## config.mk

```make
export PLATFORM = sky130hd
export DESIGN_NAME = ws2812_frame_ctrl
export DESIGN_NICKNAME = d
export VERILOG_FILES = /design/src/rtl/ws2812_frame_ctrl.sv
export SDC_FILE = /design/constraint.sdc
export NUM_CORES = 1
export LEC_CHECK = 0
export ABC_AREA = 1
export CAP_MARGIN = 25
export CORE_MARGIN = 5
export CORE_UTILIZATION = 58
export DETAILED_ROUTE_END_ITERATION = 10
export HOLD_SLACK_MARGIN = 0.12
export PLACE_DENSITY = 0.91
export SLEW_MARGIN = 30
export SYNTH_ARGS = -nofsm -noshare
export SYNTH_HDL_FRONTEND = slang
export SYNTH_SLANG_ARGS = --single-unit
export TNS_END_PERCENT = 5
```

## constraint.sdc

```tcl
create_clock -name i_clk -period 3.36 [get_ports i_clk]
set_clock_uncertainty 0.15 [all_clocks]
set_input_delay 0.672 -clock i_clk [delete_from_list [all_inputs] [get_ports i_clk]]
set_output_delay 0.672 -clock i_clk [all_outputs]
set_load 0.005 [all_outputs]
```

## src/rtl/ws2812_frame_ctrl.sv

```systemverilog
// ws2812_frame_ctrl: frame sequencer streaming pixel bits to a WS2812 encoder.
// Build option: define WS2812_GRB_REORDER_EN to send {R,G,B} words as {G,R,B}.
module ws2812_frame_ctrl #(
  parameter int LATCH_CYCLES = 4000,
  parameter int NPIX_W       = 10
) (
  input  logic              i_clk,
  input  logic              i_reset_n,
  input  logic              i_start,
  input  logic [NPIX_W-1:0] i_num_pixels,
  input  logic [23:0]       i_pixel_data,
  input  logic              i_pixel_valid,
  output logic              o_pixel_ready,
  output logic              o_bit,
  output logic              o_bit_valid,
  input  logic              i_bit_ready,
  output logic              o_latch,
  output logic              o_busy,
  output logic              o_frame_done,
  output logic              o_underrun
);

  localparam int LC_W = $clog2(LATCH_CYCLES);
  localparam logic [LC_W-1:0] LC_LAST = LC_W'(LATCH_CYCLES - 1);
  localparam logic [NPIX_W-1:0] PIX_ONE = NPIX_W'(1);

  typedef enum logic [1:0] {
    S_IDLE,
    S_FETCH,
    S_SHIFT,
    S_LATCH
  } state_e;

  state_e            state_q, state_d;
  logic [NPIX_W-1:0] pix_cnt_q, pix_cnt_d;
  logic [4:0]        bit_cnt_q, bit_cnt_d;
  logic [23:0]       shift_q, shift_d;
  logic [LC_W-1:0]   latch_cnt_q, latch_cnt_d;
  logic              sent_q, sent_d;
  logic [23:0]       load_word;

  logic in_fetch;
  logic in_shift;
  logic in_latch;

`ifdef WS2812_GRB_REORDER_EN
  assign load_word = {i_pixel_data[15:8],
                      i_pixel_data[23:16],
                      i_pixel_data[7:0]};
`else
  assign load_word = i_pixel_data;
`endif

  // Outputs are gated by reset so they read 0 in any cycle reset is held.
  assign in_fetch = i_reset_n && (state_q == S_FETCH);
  assign in_shift = i_reset_n && (state_q == S_SHIFT);
  assign in_latch = i_reset_n && (state_q == S_LATCH);

  assign o_pixel_ready = in_fetch;
  assign o_bit_valid   = in_shift;
  assign o_bit         = in_shift && shift_q[23];
  assign o_latch       = in_latch;
  assign o_busy        = i_reset_n && (state_q != S_IDLE);
  assign o_frame_done  = in_latch && (latch_cnt_q == '0);
  assign o_underrun    = in_fetch && !i_pixel_valid && sent_q;

  always_comb begin
    state_d     = state_q;
    pix_cnt_d   = pix_cnt_q;
    bit_cnt_d   = bit_cnt_q;
    shift_d     = shift_q;
    latch_cnt_d = latch_cnt_q;
    sent_d      = sent_q;
    unique case (state_q)
      S_IDLE: begin
        if (i_start) begin
          pix_cnt_d   = i_num_pixels;
          sent_d      = 1'b0;
          latch_cnt_d = LC_LAST;
          if (i_num_pixels == '0) begin
            state_d = S_LATCH;
          end else begin
            state_d = S_FETCH;
          end
        end
      end
      S_FETCH: begin
        if (i_pixel_valid) begin
          shift_d   = load_word;
          bit_cnt_d = 5'd23;
          state_d   = S_SHIFT;
        end
      end
      S_SHIFT: begin
        if (i_bit_ready) begin
          shift_d = {shift_q[22:0], 1'b0};
          if (bit_cnt_q == 5'd0) begin
            pix_cnt_d   = pix_cnt_q - PIX_ONE;
            sent_d      = 1'b1;
            latch_cnt_d = LC_LAST;
            if (pix_cnt_q == PIX_ONE) begin
              state_d = S_LATCH;
            end else begin
              state_d = S_FETCH;
            end
          end else begin
            bit_cnt_d = bit_cnt_q - 5'd1;
          end
        end
      end
      S_LATCH: begin
        if (latch_cnt_q == '0) begin
          state_d = S_IDLE;
        end else begin
          latch_cnt_d = latch_cnt_q - 1'b1;
        end
      end
      default: begin
        state_d = S_IDLE;
      end
    endcase
  end

  always_ff @(posedge i_clk) begin
    if (!i_reset_n) begin
      state_q     <= S_IDLE;
      pix_cnt_q   <= '0;
      bit_cnt_q   <= '0;
      shift_q     <= '0;
      latch_cnt_q <= '0;
      sent_q      <= 1'b0;
    end else begin
      state_q     <= state_d;
      pix_cnt_q   <= pix_cnt_d;
      bit_cnt_q   <= bit_cnt_d;
      shift_q     <= shift_d;
      latch_cnt_q <= latch_cnt_d;
      sent_q      <= sent_d;
    end
  end

endmodule

```

==> run metrics <==
Final min period about 3000 ps; cts bufs inserted 5; Rel. slew slack 0.5314; initial antenna violation count 0; max-slew violations 0; post-route ant nets 0; ant diodes 0; WP depth 5; Final Non-Filler Cells between 500 and 600; share of layout cells above drive strength 1 0.07298; most frequent cells in the layout nand2_1, dfxtp_1, nor2_1, clkdlybuf4s50_1, inv_1; Initial Util 0.5933; Critical Path, Cell by Cell clkdlybuf4s50_1 > inv_1 > buf_4 > nor3b_1 > clkdlybuf4s50_1; Hold Path Sink shift_q[12]; via count between 3000 and 4000; Register Area between 1000 and 1500 um^2; hold buffer count at cts 0; Pleak around 1.5 nW; die height slightly above 80 um; Setup Viol. Count Final 0; Max Cap Viol 0; CP Launch Type input port; hold path start shift_q[11]; Mapped Area between 3000 and 4000 um^2; Core ar. 5107 um^2; Clock Sinks between 50 and 60; Netlist cell types 30; GRT Residual Overflow 0; vias per cell 5.423; most used cell, CP clkdlybuf4s50_1; global-route wire length before repair 12500 um; worst-path fanout max 6; CTS clk-pin slew, worst paths 90 ps; Slew @ Worst Pin roughly 700 ps; fin crit share 0.9052; Hold Crit Class flip-flop to flip-flop; IO buf count 45; Synth Warn # 0; Seq cells post-synth 54; routability cong. about 0.86; CP peak stage delay about 580 ps; worst flop-to-flop path startpoint state_q[0]; largest net degree at the start of global routing 48; Mapped Nets 512; CP max-delay cell clkdlybuf4s50_1; Worst Setup End Kind output pin; RR Endpoint shift_q[17]; Crit Path Category input port to output pin; status completed; reg2reg path depth 8; hold path depth 2; CTS tree done; FP Rows 26; area occupied by multi-input gates ~1700 um^2; syn avg cell area roughly 6.5 um^2; vias in the first global route 2993; Routed WL around 7000 um; initial DRC count slightly above 200; Cells after Synth about 470; routed wire length per instance 12.37 um; post-route total power ~2.9 mW; Max Freq between 0.3 and 0.4 GHz; post-synthesis sequential area ratio 0.3567; Clock Root Buffer clkbuf_8; Post-Place Cells 569; Worst Path Arrival approximately 2200 ps; DRT Pass-1 Iters 5; Post-CTS Setup Bufs 0; R2R setup slack approximately 940 ps; CP bufs+invs 4; DIE WIDTH between 80 and 90 um; Layout fillers between 400 and 500; # resized after CTS 0; commonest non-fill, non-tap cell in the layout nand2_1; total negative slack 0 ps; maximum root-to-sink buffer count 2; nets 550; Clock Latency Late Sink 300 ps; Total Routing Usage GR 0.2314; WP data required 2540 ps; Syn-to-layout area delta 18.62%; DR DRC count 0; Pwr per Cell Area slightly above 800 nW/um^2; H-tree depth 2; I/O pin cnt between 40 and 50; DPL Wire Length between 5000 and 6000 um; die area between 6000 and 7000 um^2; Post-Route Utilization 0.7038; unrepaired setup endpoints after global routing no; delay-heaviest family, CP buffers and inverters; Peak supply drop approximately 420 uV; Final Hold Fails 0
-- layer usage --
metal,GRT usage,vias to the layer above,wire length [um]
li1,-,1608,-
met1,0.2696,1392,3116
met4,0.08472,0,82
met5,0,-,0
met3,0.04989,10,396
met2,0.4127,119,3542
-- Yosys cell counts --
library cell  count  share of area
nand2_2           7          0.014
nand2_1         140           0.17
o21ai_1           9          0.015
nand3_2           1         0.0033
ha_1              5          0.021
nand3b_1          2         0.0050
nor3b_1           2         0.0050
or2_2             3         0.0062
nand3_1          33          0.055
o31ai_1           3         0.0074
o21ai_0          35          0.058
buf_6             3          0.011
buf_4             2         0.0050
nor2_2            3         0.0062
xor2_1            1         0.0029
clkbuf_1          9          0.011
nor3_1            2         0.0033
a21oi_2           1         0.0029
buf_2             7          0.012
a31oi_1          24          0.050
nand4_1           5          0.010
nand3_4           1         0.0058
nor2_1           48          0.059
a21oi_1          20          0.033
inv_1            38          0.047
inv_2             4         0.0050
clkinv_1          1         0.0012
nor2_4            3          0.011
o22ai_1           2         0.0041
dfxtp_1          54           0.36
-- per-stage QoR --
step / instance area [um^2] / hold WS [ps] / setup slack (ps)
after floorplan: 3030 / 303.4 / 1355
after global placement: 3503 / 311.9 / 335.2
after detailed placement: 3503 / 316.2 / 344.0
after CTS: 3595 / 330.8 / 318.6
after global routing: 3595 / 359.3 / 188.2
final: 3595 / 331.3 / 318.4
-- state kept, by name, indices dropped and copies added, names as in the netlist --
signal       count
bit_cnt_q        5
latch_cnt_q     12
state_q          2
pix_cnt_q       10
shift_q         24
sent_q           1
-- cell families after synthesis --
family / share of synthesized area
fa+ha+maj: 0.02064
simple gates: 0.3580
flops: 0.3567
buf+inv: 0.09207
compound gates: 0.1697
xor+xnor: 0.002891
-- cell type report --
cell class | count | area share
Clock buffer | 7 | 0.02402
Clock inverter | 1 | 0.001392
Inverter | 43 | 0.04490
Multi-Input combinational cell | 350 | 0.4647
Sequential cell | 54 | 0.3007
Tap cell | 70 | 0.02436
Timing Repair Buffer | 52 | 0.1399
-- worst max-delay path by stage --
stage          startpoint     to  slack (ps)
6_report        i_reset_n  o_bit         320
5_1_grt         i_reset_n  o_bit         190
4_1_cts         i_reset_n  o_bit         320
3_5_place_dp    i_reset_n  o_bit         340
3_3_place_gp    i_reset_n  o_bit         340
2_1_floorplan   i_reset_n  o_bit        1350
-- where the power goes --
part | internal, mW | leakage, nW | switching (mW)
registers | 0.883 | 0.445 | 0.176
clock network | 0.167 | 0.0482 | 0.208
logic | 0.515 | 1.05 | 0.968
-- tightest hold or removal path: stages (launching register included) --
cell and delay, ps:
dfxtp_1 320, nand2_1 60, a31oi_1 70
No activity file was read; power rests on OpenSTA's default activity.
